<file path="src/rtl/regfile_pkg.sv">
// regfile_pkg: shared definitions for the regfile_sb register file.
//   clog2()    - constant-evaluable ceiling log2, used to size index ports
//   DEF_*      - default WIDTH / DEPTH / NRD / CNTW values
//   reg_idx_t  - register index type for the default DEPTH
package regfile_pkg;

  function automatic int clog2(input int n);
    int r;
    int v;
    r = 0;
    v = n - 1;
    while (v > 0) begin
      r++;
      v = v >> 1;
    end
    return r;
  endfunction

  localparam int DEF_WIDTH = 16;
  localparam int DEF_DEPTH = 8;
  localparam int DEF_NRD   = 2;
  localparam int DEF_CNTW  = 2;
  localparam int DEF_AW    = clog2(DEF_DEPTH);

  typedef logic [DEF_AW-1:0] reg_idx_t;

endpackage

</file>
<file path="src/rtl/regfile_sb_cnt.sv">
// regfile_sb_cnt: one saturating up/down pending-reservation counter.
//   clk    - clock, state changes on the falling edge
//   reset  - synchronous, active-low clear
//   inc    - reserve this register
//   dec    - writeback to this register
//   cnt    - current pending count
//   err    - combinational: this cycle's request over/underflows the count
// inc and dec together cancel: count holds and no error is flagged.
import regfile_pkg::*;

module regfile_sb_cnt #(
  parameter int CNTW = DEF_CNTW
) (
  input  logic            clk,
  input  logic            reset,
  input  logic            inc,
  input  logic            dec,
  output logic [CNTW-1:0] cnt,
  output logic            err
);

  localparam logic [CNTW-1:0] ONE = 1;

  logic up;
  logic down;
  logic at_max;
  logic at_zero;

  assign up      = inc & ~dec;
  assign down    = dec & ~inc;
  assign at_max  = &cnt;
  assign at_zero = (cnt == '0);
  assign err     = (up & at_max) | (down & at_zero);

  // NOTE: clocked state uses non-blocking assignment so every register
  // samples pre-edge values regardless of process evaluation order.
  always_ff @(negedge clk) begin
    if (!reset) begin
      cnt <= '0;
    end else if (up && !at_max) begin
      cnt <= cnt + ONE;
    end else if (down && !at_zero) begin
      cnt <= cnt - ONE;
    end
  end

endmodule

</file>
<file path="src/rtl/regfile_sb.sv">
// regfile_sb: multi-port register file with per-register write-pending
// scoreboard for the LC-3b datapath.
//   clk      - clock; all state updates on the falling edge
//   reset    - synchronous, active-low; clears data, counters and sb_err
//   wr_n     - write strobe (active-low); writes data and releases one
//              reservation of wr_addr
//   wr_addr  - write register index
//   wr_data  - write data
//   rsv_n    - reserve strobe (active-low); adds a reservation to rsv_addr
//   rsv_addr - register being reserved
//   rd_addr  - NRD packed read indices, port k in slice k
//   rd_data  - NRD packed read data, combinational from rd_addr
//   rd_busy  - per read port: addressed register has pending reservations
//   busy     - per register: pending count is nonzero
//   sb_err   - sticky: unreserved write or reservation overflow seen
// Build option: define REGFILE_BYPASS_EN to forward the in-flight write to
// matching read ports, with rd_busy showing the post-writeback count.
import regfile_pkg::*;

module regfile_sb #(
  parameter int WIDTH = DEF_WIDTH,
  parameter int DEPTH = DEF_DEPTH,
  parameter int NRD   = DEF_NRD,
  parameter int CNTW  = DEF_CNTW
) (
  input  logic                     clk,
  input  logic                     reset,
  input  logic                     wr_n,
  input  logic [clog2(DEPTH)-1:0]  wr_addr,
  input  logic [WIDTH-1:0]         wr_data,
  input  logic                     rsv_n,
  input  logic [clog2(DEPTH)-1:0]  rsv_addr,
  input  logic [NRD*clog2(DEPTH)-1:0] rd_addr,
  output logic [NRD*WIDTH-1:0]     rd_data,
  output logic [NRD-1:0]           rd_busy,
  output logic [DEPTH-1:0]         busy,
  output logic                     sb_err
);

  localparam int AW = clog2(DEPTH);

  logic [WIDTH-1:0] stor [DEPTH];
  logic [CNTW-1:0]  cnt_q [DEPTH];
  logic [DEPTH-1:0] cnt_err;
`ifdef REGFILE_BYPASS_EN
  logic [DEPTH-1:0] cnt_gt1;
`endif

  // One scoreboard counter per register.
  for (genvar i = 0; i < DEPTH; i++) begin : g_cnt
    regfile_sb_cnt #(.CNTW(CNTW)) u_cnt (
      .clk   (clk),
      .reset (reset),
      .inc   (!rsv_n && (rsv_addr == AW'(i))),
      .dec   (!wr_n && (wr_addr == AW'(i))),
      .cnt   (cnt_q[i]),
      .err   (cnt_err[i])
    );
    assign busy[i] = (cnt_q[i] != '0);
`ifdef REGFILE_BYPASS_EN
    // Count still nonzero after this cycle's writeback releases one.
    assign cnt_gt1[i] = (cnt_q[i] > CNTW'(1));
`endif
  end

  // NOTE: the storage array is cleared on reset because software relies on
  // registers reading zero; this keeps it out of plain RAM macros.
  always_ff @(negedge clk) begin
    if (!reset) begin
      for (int i = 0; i < DEPTH; i++) stor[i] <= '0;
    end else if (!wr_n) begin
      stor[wr_addr] <= wr_data;
    end
  end

  always_ff @(negedge clk) begin
    if (!reset) begin
      sb_err <= 1'b0;
    end else if (|cnt_err) begin
      sb_err <= 1'b1;
    end
  end

  logic [AW-1:0] idx;

  // NOTE: every output of this block is given a default before the loop so
  // no path leaves a value unassigned and no latch is inferred.
  always_comb begin
    rd_data = '0;
    rd_busy = '0;
    idx     = '0;
    for (int k = 0; k < NRD; k++) begin
      idx = rd_addr[k*AW +: AW];
      rd_data[k*WIDTH +: WIDTH] = stor[idx];
      rd_busy[k] = busy[idx];
`ifdef REGFILE_BYPASS_EN
      if (!wr_n && (wr_addr == idx)) begin
        rd_data[k*WIDTH +: WIDTH] = wr_data;
        rd_busy[k] = cnt_gt1[idx];
      end
`endif
    end
  end

endmodule

</file>
<file path="config.mk">
export PLATFORM = sky130hd
export DESIGN_NAME = regfile_sb
export DESIGN_NICKNAME = d
export VERILOG_FILES = /design/src/rtl/regfile_pkg.sv /design/src/rtl/regfile_sb_cnt.sv /design/src/rtl/regfile_sb.sv
export SDC_FILE = /design/constraint.sdc
export NUM_CORES = 1
export LEC_CHECK = 0
export ABC_AREA = 0
export CORE_ASPECT_RATIO = 0.9
export CORE_MARGIN = 2
export CORE_UTILIZATION = 40
export CTS_CLUSTER_DIAMETER = 50
export CTS_CLUSTER_SIZE = 14
export DETAILED_ROUTE_END_ITERATION = 10
export PLACE_DENSITY_LB_ADDON = 0.08
export SLEW_MARGIN = 20
export SYNTH_ARGS = -nofsm -noshare
export SYNTH_HDL_FRONTEND = slang
export SYNTH_SLANG_ARGS = --single-unit
</file>
<file path="constraint.sdc">
create_clock -name clk -period 3.5 [get_ports clk]
set_input_delay 0.7 -clock clk [delete_from_list [all_inputs] [get_ports clk]]
set_output_delay 0.7 -clock clk [all_outputs]
set_load 0.01 [all_outputs]
</file>
[Yosys cells after proc, flatten, opt, wreduce, memory -nomap -nowiden]
Memory sizes are Yosys's and may differ from the RTL's.
Cells that the tools add are included.
Storage, ports and cells
  register bits after elaboration: 17
  RAM bits: 128
  output and inout port bits: 43
  memories kept: 1
Memory list
  stor: depth 8, width 16, rd ports 2, clocked after memory_dff 0, write ports 8, RTL line regfile_sb.sv:42  | logic [WIDTH-1:0] stor [DEPTH];
Operators by class
  bitwise operators: 56
  reduce and logical (&&, ||, !) cells: 86
  magnitude comparators: 2
  add/subtract/negate cells: 16
  mux-type cells: 27
  equal/unequal tests: 14
Operators with widths (count)
  $and 1x1->1: 32
  $logic_and 1x1->1: 32
  $mux 2: 16
  $reduce_bool 2->1: 16
  $eq 3x3->1 const B: 8
  $logic_not 1->1: 18
  $add 2x1->2 const B: 8
  $logic_not 2->1: 8
  $mux 16: 1
  $not 1->1: 16
  $reduce_and 2->1: 8
  $reduce_or 16->1: 1
  $sub 2x1->2 const B: 8
  $eq 3x2->1 const B: 4
  $lt 3x4->1 const B: 2
  $or 1x1->1: 8
  $reduce_or 8->1: 1
  $mux 1: 7
  $bmux 1 s3: 2
  $eq 3x1->1 const B: 2
  $logic_not 3->1: 2
  $mux 3: 1

[Depth between registers and ports, before layout]
Gate-level depths: netlist (run 1).
  depth in word-level cells: 7
  gate-level depth with buffers: 7
  mapped depth without buffers: 5

[By module]
A second synthesis (run 1) with hierarchy kept.
Unflattened totals
  cells, all modules: 574
  area total of the unflattened synthesis: 8355.5 um^2
By module, submodules not included
  regfile_sb: area an instance 7324.5 um^2, instances 1, cells an instance 454
  regfile_sb_cnt: area an instance 128.9 um^2, instances 8, cells an instance 15

==> impl_metrics.env, run 1 <==
export IMPL_cts_sinks=145
export IMPL_power_frac_comb_pct=15.4
export IMPL_async_flop_share_pct=0
export IMPL_crit_fanout=3
export IMPL_ys_types=41
export IMPL_maxCapViolCount=0
export IMPL_grt_max_degree=34
export IMPL_antenna_cells=0
export IMPL_die_w_um=153
export IMPL_ir_drop_mv=0.404
export IMPL_ios=75
export IMPL_fin_skew_ns=0.0177
export IMPL_end_kind="output pin"
export IMPL_power_frac_clock_pct=45.2
export IMPL_netlist_area_leader_share_pct=48.2
export IMPL_p_leak_nw=4.98
export IMPL_power_switching_mw=1.50
export IMPL_drc_errors=0
export IMPL_ys_seq_area_share_pct=52.5
export IMPL_synth_ff_type="edfxtp_1"
export IMPL_initial_core_util_pct=41.2
export IMPL_place_congestion=0.824
export IMPL_area_growth_pct=43.9
export IMPL_cts_tree="done"
export IMPL_wl_per_cell_um=20.2
export IMPL_cts_buffer_depth=2
export IMPL_nets=922
export IMPL_cp_required_ns=2.80
export IMPL_max_slew_margin_pct=75.3
export IMPL_ctsHoldBuffers=0
export IMPL_track_usage_pct=23.0
export IMPL_wl_um=23200
export IMPL_die_height_um=138
export IMPL_hold_violations=0
export IMPL_worst_setup_path_start_kind="flip-flop"
export IMPL_internal_power_mw=3.72
export IMPL_syn_num_nets=606
export IMPL_antenna_left=0
export IMPL_routed_via_count=6114
export IMPL_cts_root_buf="clkbuf_16"
export IMPL_outcome="finished with violations"
export IMPL_drive_gt1_share_pct=39.4
export IMPL_path_clk_slew_ns=0.03
export IMPL_pwr_share_seq_pct=39.4
export IMPL_place_hpwl_um=14600
export IMPL_yosys_top_cells_area="edfxtp_1 48%, mux4_2 19%, and2_1 10%"
export IMPL_n_fill_cell=1608
export IMPL_worstPathArrival_ns=3.68
export IMPL_grt_pass1_vias=6795
export IMPL_ys_ff_latch=145
export IMPL_cts_htree_levels=4
export IMPL_fin_total_pwr_mw=5.22
export IMPL_power_density_nw_per_um2=455
export IMPL_rrSetupSlack_ns=2.03
export IMPL_dr_pass1_iters=5
export IMPL_insertion_delay_ns=0.46
export IMPL_synth_edf_count=128
export IMPL_viasPerCell=5.31
export IMPL_dr_first_iter_drc_count=407
export IMPL_grt_pass1_wl_um=36000
export IMPL_critPathKind="flip-flop to output pin"
export IMPL_syn_area_sq_um=7970
export IMPL_violations="negative setup slack"
export IMPL_cts_made_buffers=17
export IMPL_final_util_pct=59.3
export IMPL_finalWorstSetupSlack_ns=-0.879
export IMPL_synth_top_cell_by_area="edfxtp_1"
export IMPL_fp_dieArea_sq_um=21100
export IMPL_tns_ns=-25.53
export IMPL_rows=48
export IMPL_syn_area_per_cell_sq_um=13.9
export IMPL_antenna_found_initial=0
export IMPL_hold_path_class="flip-flop to flip-flop"
export IMPL_rsz0062_at_grt="true"
export IMPL_gr_total_overflow=0
export IMPL_port_buffers=74
export IMPL_fp_coreArea_sq_um=19300
export IMPL_tightestPinTransition_ns=0.370
export IMPL_synthCells=574
export IMPL_finalMaxSlewViolations=0
export IMPL_ys_warn_count=0
export IMPL_switching_share_pct=28.7
export IMPL_setup_violations_final=43
==> metrics by stage <==
step,hold WS [ns],area (sq um),instances,worst slack (ns)
after floorplan,0.483,8210,574,-0.420
after global placement,0.554,10100,960,-0.911
after detailed placement,0.552,10100,960,-0.908
after CTS,0.586,11400,1146,-0.895
after global routing,0.598,11500,1151,-0.934
final,0.588,11500,1151,-0.879
==> cell type report <==
| cell class | instances | area (sq um) | area share, % |
|---|---|---|---|
| multi-input cells | 387 | 3940 | 34.4 |
| well taps | 250 | 313 | 2.73 |
| repair buffers | 190 | 1910 | 16.7 |
| clock buffers | 17 | 425 | 3.71 |
| inverters | 4 | 15.0 | 0.131 |
| flip-flops and latches | 145 | 4200 | 36.6 |
| clock inverters | 158 | 658 | 5.74 |
==> flip-flops by register name, summed over array words and instances, names as in the netlist <==
signal	count
g_cnt.u_cnt.cnt	16
sb_err	1
stor	128
==> cells in the mapped netlist (8+ instances only) <==
master / n
a21oi_1: 24
and2_1: 132
buf_2: 8
clkbuf_1: 25
dfxtp_1: 17
edfxtp_1: 128
mux2_2: 35
mux4_2: 67
nand2_1: 27
nor2_1: 22
o21ai_0: 13
==> cell usage in the layout (no fill, tap or decap), types with 5 or more instances in the layout <==
master and instances:
mux2_4 34, and2_1 131, a21oi_1 22, buf_2 7
nand4_1 7, nand2_1 19, or2_4 6, inv_1 151
buf_12 20, edfxtp_1 128, clkbuf_16 17, clkdlybuf4s50_1 19
buf_4 86, mux4_2 67, nor2b_1 5, dfxtp_2 13
buf_6 53, nor2_1 16, nand2_2 5, o21ai_0 11
==> what timing repair did <==
action,4_1_cts,5_1_grt
resized for setup,279,20
pin swaps,17,8
buffers inserted,14,8
setup endpoints to repair,283,65
endpoints found under the hold margin,0,0
==> kinds of logic after synthesis <==
family          count (synthesis)  share of synthesized area (%)
compound gates                 49                           3.56
buf+inv                        42                           2.20
flops                         145                           52.5
mux                           102                           23.9
simple gates                  236                           17.8
==> power by group through the flow <==
stage | Sequential, mW | Combinational [mW] | Clock, mW
CTS | 2.06 | 0.807 | 2.43
global route | 2.07 | 0.850 | 2.64
global placement | 2.07 | 0.755 | 0.248
finish | 2.06 | 0.804 | 2.36
detailed placement | 2.07 | 0.761 | 0.248
floorplan | 2.06 | 0.408 | 0.248
==> worst max-delay path, stage by stage (launching register included) <==
cell     delay [ns]
dfxtp_2        0.31
or2_4          0.26
mux2_4         0.27
mux4_2         0.50
buf_6          0.14
==> path summary, 6_finish.rpt <==
check / end / startpoint / depth (start not counted)
worst max-delay path: rd_busy[0] / g_cnt[5].u_cnt.cnt[1]$_SDFFE_NN0P_ / 4
worst min-delay path: sb_err$_SDFFE_NN0P_ / sb_err$_SDFFE_NN0P_ / 2
worst max register to register: sb_err$_SDFFE_NN0P_ / g_cnt[5].u_cnt.cnt[1]$_SDFFE_NN0P_ / 7
worst min register to register: sb_err$_SDFFE_NN0P_ / sb_err$_SDFFE_NN0P_ / 2
==> routing by layer <==
layer  GRT usage [%]  share of wire, %  wire (um)
met1            27.6                43       9980
met2            38.4                51      11800
met3            8.13               5.0       1160
met4            8.90               1.3        298
met5               0                 0          0
(Power assumes the default switching activity.)
==> run 2, diff against run 1 <==
==> constraint.sdc (replaced) <==
create_clock -name clk -period 3.5 [get_ports clk]
set_input_delay 0.7 -clock clk [delete_from_list [all_inputs] [get_ports clk]]
set_output_delay 0.7 -clock clk [all_outputs]
set_load 0.1 [all_outputs]
==> impl_metrics.env, run 2 (synthesis results as in run 1) <==
export IMPL_crit_fanout=3
export IMPL_grt_busiest_layer="met2"
export IMPL_track_usage_pct=23.2
export IMPL_fin_skew_ns=0.00619
export IMPL_regMostFlops="stor"
export IMPL_wl_per_cell_um=20.6
export IMPL_rsz0062_at_grt="true"
export IMPL_grt_pass1_vias=6785
export IMPL_grt_max_degree=35
export IMPL_cts_htree_levels=4
export IMPL_wl_um=23500
export IMPL_final_util_pct=61.3
export IMPL_multi_input_area_sq_um=4040
export IMPL_hold_path_class="flip-flop to flip-flop"
export IMPL_met1_usage_pct=27.4
export IMPL_maxCapViolCount=0
export IMPL_die_w_um=153
export IMPL_met2_usage_pct=40.1
export IMPL_min_path_cells=2
export IMPL_outcome="finished with violations"
export IMPL_place_congestion=0.841
export IMPL_reg2reg_depth=8
export IMPL_place_inst=955
export IMPL_finalMaxSlewViolations=0
export IMPL_p_leak_nw=5.06
export IMPL_cts_tree="done"
export IMPL_power_density_nw_per_um2=492
export IMPL_place_hpwl_um=14700
export IMPL_ir_drop_mv=0.325
export IMPL_rows=48
export IMPL_rrSetupSlack_ns=1.95
export IMPL_area_growth_pct=48.8
export IMPL_n_fill_cell=1534
export IMPL_layout_common_cells="149 x inv_1, 131 x and2_1, 128 x edfxtp_1, 79 x buf_4, 67 x mux4_2"
export IMPL_gr_total_overflow=0
export IMPL_worstHoldStart="sb_err$_SDFFE_NN0P_"
export IMPL_cp_slowest_cell="mux4_2"
export IMPL_finalWorstSetupSlack_ns=-0.934
export IMPL_largest_register_ffs=128
export IMPL_critPathKind="flip-flop to output pin"
export IMPL_finalNonFillerCells=1142
export IMPL_cpPeakStageDelay_ns=0.50
export IMPL_top_regs="stor: 128 flops, g_cnt.u_cnt.cnt: 16 flops, sb_err: 1 flops"
export IMPL_setup_violations_final=43
export IMPL_dr_first_iter_drc_count=344
export IMPL_path_clk_slew_ns=0.04
export IMPL_holdPathEnd="sb_err$_SDFFE_NN0P_"
export IMPL_r2r_end="sb_err$_SDFFE_NN0P_"
export IMPL_insertion_delay_ns=0.45
export IMPL_violations="negative setup slack"
export IMPL_cts_root_buf="clkbuf_16"
export IMPL_cts_sinks=145
export IMPL_end_kind="output pin"
export IMPL_final_common_cell="inv_1"
export IMPL_port_buffers=74
export IMPL_max_slew_margin_pct=59.6
export IMPL_tightestPinTransition_ns=0.606
export IMPL_grt_pass1_wl_um=36100
export IMPL_drive_gt1_share_pct=39.2
export IMPL_crit_chain="or2_4, mux2_2, mux4_2, buf_12"
export IMPL_dr_pass1_iters=5
export IMPL_antenna_cells=0
export IMPL_cts_buffer_depth=2
export IMPL_critPathTopFamily="multiplexers"
export IMPL_worst_setup_path_start_kind="flip-flop"
export IMPL_drc_errors=0
export IMPL_r2r_start="g_cnt[5].u_cnt.cnt[0]$_SDFFE_NN0P_"
export IMPL_worstPathArrival_ns=3.73
export IMPL_antenna_left=0
export IMPL_viasPerCell=5.32
export IMPL_cp_startpoint="g_cnt[2].u_cnt.cnt[0]$_SDFFE_NN0P_"
export IMPL_initial_core_util_pct=41.2
export IMPL_cp_required_ns=2.80
export IMPL_critPathBufInv=1
export IMPL_nets=911
export IMPL_fp_coreArea_sq_um=19300
export IMPL_hold_violations=0
export IMPL_fp_dieArea_sq_um=21100
export IMPL_met3_usage_pct=7.59
export IMPL_cts_made_buffers=17
export IMPL_die_height_um=138
export IMPL_ios=75
export IMPL_routed_via_count=6074
export IMPL_regArea_sq_um=4200
export IMPL_antenna_found_initial=0
## run 2: cell types whose count changed in the layout (fill, tap and decap cells not counted), moves of 3 or more
cell and delta:
buf_6 -42, buf_12 +39, buf_4 -7, dfxtp_2 -5, dfxtp_1 +4, nor2_1 -4, buf_2 -3, clkinvlp_2 +3
nor2_4 +3, o21ai_0 -3, o21ai_1 +3
## run 2: power by group
group          internal, mW  leakage, nW  switching [mW]  total (mW)
clock network          1.26         1.05            1.15        2.42
logic                 0.583         2.63           0.776        1.36
registers              2.01         1.38          0.0536        2.06
total                  3.85         5.06            1.98        5.84
## run 2: worst max-delay path by stage
stage | to | depth (start not counted)
2_1_floorplan | rd_busy[1] | 4
3_3_place_gp | sb_err$_SDFFE_NN0P_ | 8
3_5_place_dp | sb_err$_SDFFE_NN0P_ | 6
4_1_cts | rd_busy[0] | 4
5_1_grt | rd_busy[0] | 4
6_report | rd_busy[0] | 4
## run 2: timing repair
action / 4_1_cts / 5_1_grt
endpoints found under the hold margin: 0 / 0
setup buffers: 9 / 4
endpoints found under the setup margin: 316 / 60
resized for setup: 67 / 13
hold buffers: 0 / 0
pin swaps: 14 / 9
## run 2: final cells by class
class,instances,share of cell area [%]
inverter,4,0.158
clock buffer,17,3.59
sequential,145,35.4
multi-input combinational,387,34.1
tap,250,2.64
timing repair buffer,179,18.4
clock inverter,160,5.77
## run 2: layer usage
layer	part of all wire (%)	vias to the layer above	wire length [um]
met5	0	-	0
met2	53	140	12400
met3	4.1	18	968
met1	42	3101	9970
li1	-	2815	-
met4	0.71	0	167
## run 2: metrics by stage
step	hold slack [ns]	setup TNS, ns	setup WS [ns]	cell area, sq um	power (mW)
floorplan	0.496	-18.73	-0.813	8330	3.15
global placement	0.585	-190.10	-0.939	10500	3.64
detailed placement	0.613	-204.06	-0.926	10500	3.67
CTS	0.614	-28.31	-0.955	11800	5.92
global route	0.646	-30.07	-0.987	11900	6.15
finish	0.623	-27.87	-0.934	11900	5.84
## run 2: tightest hold or removal path, stage by stage, from the launching register on
cell	delay (ns)
dfxtp_2	0.37
nor4_4	0.06
a41oi_2	0.15
==> run 3, diff against run 2 <==
clock period = 4.4 ns   (was 3.5 ns; I/O delays follow)
==> impl_metrics.env, run 3 (synthesis results as in run 1) <==
export IMPL_power_frac_comb_pct=22.8
export IMPL_drive_gt1_share_pct=36.2
export IMPL_cts_tree="done"
export IMPL_wl_per_cell_um=19.8
export IMPL_cts_htree_levels=4
export IMPL_ios=75
export IMPL_final_common_cell="inv_1"
export IMPL_wl_um=22400
export IMPL_reg2reg_depth=6
export IMPL_fp_dieArea_sq_um=21100
export IMPL_place_worst_setup_slack_ns=-0.705
export IMPL_finalNonFillerCells=1133
export IMPL_max_slew_margin_pct=54.1
export IMPL_routed_via_count=6049
export IMPL_critPathKind="flip-flop to output pin"
export IMPL_dr_first_iter_drc_count=358
export IMPL_min_path_cells=3
export IMPL_dr_wl_met3_um=1020
export IMPL_initial_core_util_pct=41.2
export IMPL_die_height_um=138
export IMPL_antenna_cells=0
export IMPL_holdPathEnd="g_cnt[7].u_cnt.cnt[1]$_SDFFE_NN0P_"
export IMPL_cts_made_buffers=17
export IMPL_internal_power_mw=3.07
export IMPL_outcome="finished with violations"
export IMPL_rows=48
export IMPL_regMostFlops="stor"
export IMPL_holdWs_ns=0.634
export IMPL_crit_chain="nor2_4, clkinvlp_4, mux4_2, mux2_4, buf_12"
export IMPL_die_w_um=153
export IMPL_port_buffers=74
export IMPL_path_clk_slew_ns=0.03
export IMPL_cpPeakStageDelay_ns=0.45
export IMPL_met1_length_um=9190
export IMPL_largest_register_ffs=128
export IMPL_power_frac_clock_pct=42.0
export IMPL_gr_total_overflow=0
export IMPL_place_hpwl_um=14300
export IMPL_place_inst=954
export IMPL_viasPerCell=5.34
export IMPL_power_switching_mw=1.58
export IMPL_ir_drop_mv=0.273
export IMPL_top_regs="stor: 128 flops, g_cnt.u_cnt.cnt: 16 flops, sb_err: 1 flops"
export IMPL_tightestPinTransition_ns=0.689
export IMPL_rsz0062_at_grt="true"
export IMPL_track_usage_pct=22.2
export IMPL_switching_share_pct=34.0
export IMPL_hold_path_class="flip-flop to flip-flop"
export IMPL_crit_fanout=2
export IMPL_cp_slowest_cell="mux4_2"
export IMPL_area_growth_pct=45.8
export IMPL_place_congestion=0.812
export IMPL_maxCapViolCount=0
export IMPL_violations="negative setup slack"
export IMPL_nets=902
export IMPL_layout_common_cells="148 x inv_1, 131 x and2_1, 128 x edfxtp_1, 78 x buf_4, 67 x mux4_2"
export IMPL_wl_met2_um=11800
export IMPL_finalWorstSetupSlack_ns=-0.668
export IMPL_hold_violations=0
export IMPL_worstHoldStart="g_cnt[7].u_cnt.cnt[1]$_SDFFE_NN0P_"
export IMPL_grt_pass1_wl_um=34900
export IMPL_insertion_delay_ns=0.45
export IMPL_p_leak_nw=4.98
export IMPL_r2r_start="g_cnt[6].u_cnt.cnt[1]$_SDFFE_NN0P_"
export IMPL_cts_sinks=145
export IMPL_antenna_found_initial=0
export IMPL_end_kind="output pin"
export IMPL_rrSetupSlack_ns=2.96
export IMPL_pwr_share_seq_pct=35.2
export IMPL_setup_violations_final=36
export IMPL_worst_setup_path_start_kind="flip-flop"
export IMPL_dr_pass1_iters=5
export IMPL_top_layer="met4"
export IMPL_cts_root_buf="clkbuf_16"
export IMPL_fin_skew_ns=0.00550
export IMPL_worstPathArrival_ns=4.19
export IMPL_grt_max_degree=34
export IMPL_power_density_nw_per_um2=400
export IMPL_fp_coreArea_sq_um=19300
export IMPL_r2r_end="sb_err$_SDFFE_NN0P_"
export IMPL_antenna_left=0
export IMPL_grt_pass1_vias=6727
export IMPL_tns_ns=-16.15
export IMPL_finalMaxSlewViolations=0
export IMPL_cts_buffer_depth=2
export IMPL_cp_required_ns=3.52
export IMPL_drc_errors=0
[run 3: changes by cell type in the layout (fill, tap and decap cells not counted), moves of 4 or more]
cell	before	now
o21ai_0	8	12
nor2_1	12	17
nand2_8	4	0
dfxtp_1	8	12
nand2_1	18	23
buf_6	11	5
o21ai_1	5	1
[run 3: what timing repair did]
action                     4_1_cts  5_1_grt
hold buffers                     0        0
setup buffers                    3        1
pin swaps                        3        5
resized for setup               57       12
setup endpoints to repair      210       45
[run 3: worst max-delay path by stage]
stage	start	slack [ns]	end	cells after the start
floorplan	g_cnt[6].u_cnt.cnt[1]$_SDFFE_NN0P_	-0.54	rd_busy[1]	4
global placement	rsv_n	-0.70	sb_err$_SDFFE_NN0P_	6
detailed placement	rsv_n	-0.71	sb_err$_SDFFE_NN0P_	6
CTS	g_cnt[5].u_cnt.cnt[1]$_SDFFE_NN0P_	-0.68	rd_busy[0]	4
global route	g_cnt[6].u_cnt.cnt[1]$_SDFFE_NN0P_	-0.73	rd_busy[1]	5
finish	g_cnt[6].u_cnt.cnt[1]$_SDFFE_NN0P_	-0.67	rd_busy[1]	5
[run 3: through the flow]
step                      total power [mW]  cell area [sq um]  utilization (%)
after detailed placement              2.87              10200             52.9
after CTS                             4.71              11600             59.9
after global placement                2.86              10200             52.9
after global routing                  4.93              11600             60.1
final                                 4.65              11600             60.1
after floorplan                       2.46               8080                -
[run 3: cell type report]
type / instances / area (sq um)
Tap cell: 250 / 313
Clock buffer: 17 / 425
Multi-Input combinational cell: 387 / 3920
Fill cell: 1566 / 7720
Clock inverter: 160 / 699
Sequential cell: 145 / 4190
Timing Repair Buffer: 170 / 2050
Inverter: 4 / 18.8
[run 3: worst max-delay path: cells and delay by family, from the launching register on]
| family | cells | cell delay (ns) |
|---|---|---|
| DFF | 1 | 0.32 |
| and+or+nand+nor | 1 | 0.18 |
| buffers and inverters | 2 | 0.29 |
| muxes | 2 | 0.74 |
[run 3: metal layers]
| layer | vias to the layer above | GRT usage, % |
|---|---|---|
| met4 | 0 | 10.1 |
| met1 | 3074 | 25.4 |
| li1 | 2791 | - |
| met5 | - | 0 |
| met3 | 29 | 7.31 |
| met2 | 155 | 38.5 |
[run 3: power groups by stage]
stage	registers, mW	logic [mW]	clock network (mW)
finish	1.64	1.06	1.95
global route	1.64	1.09	2.19
floorplan	1.64	0.618	0.197
detailed placement	1.65	1.02	0.197
CTS	1.64	1.06	2.01
global placement	1.64	1.02	0.197
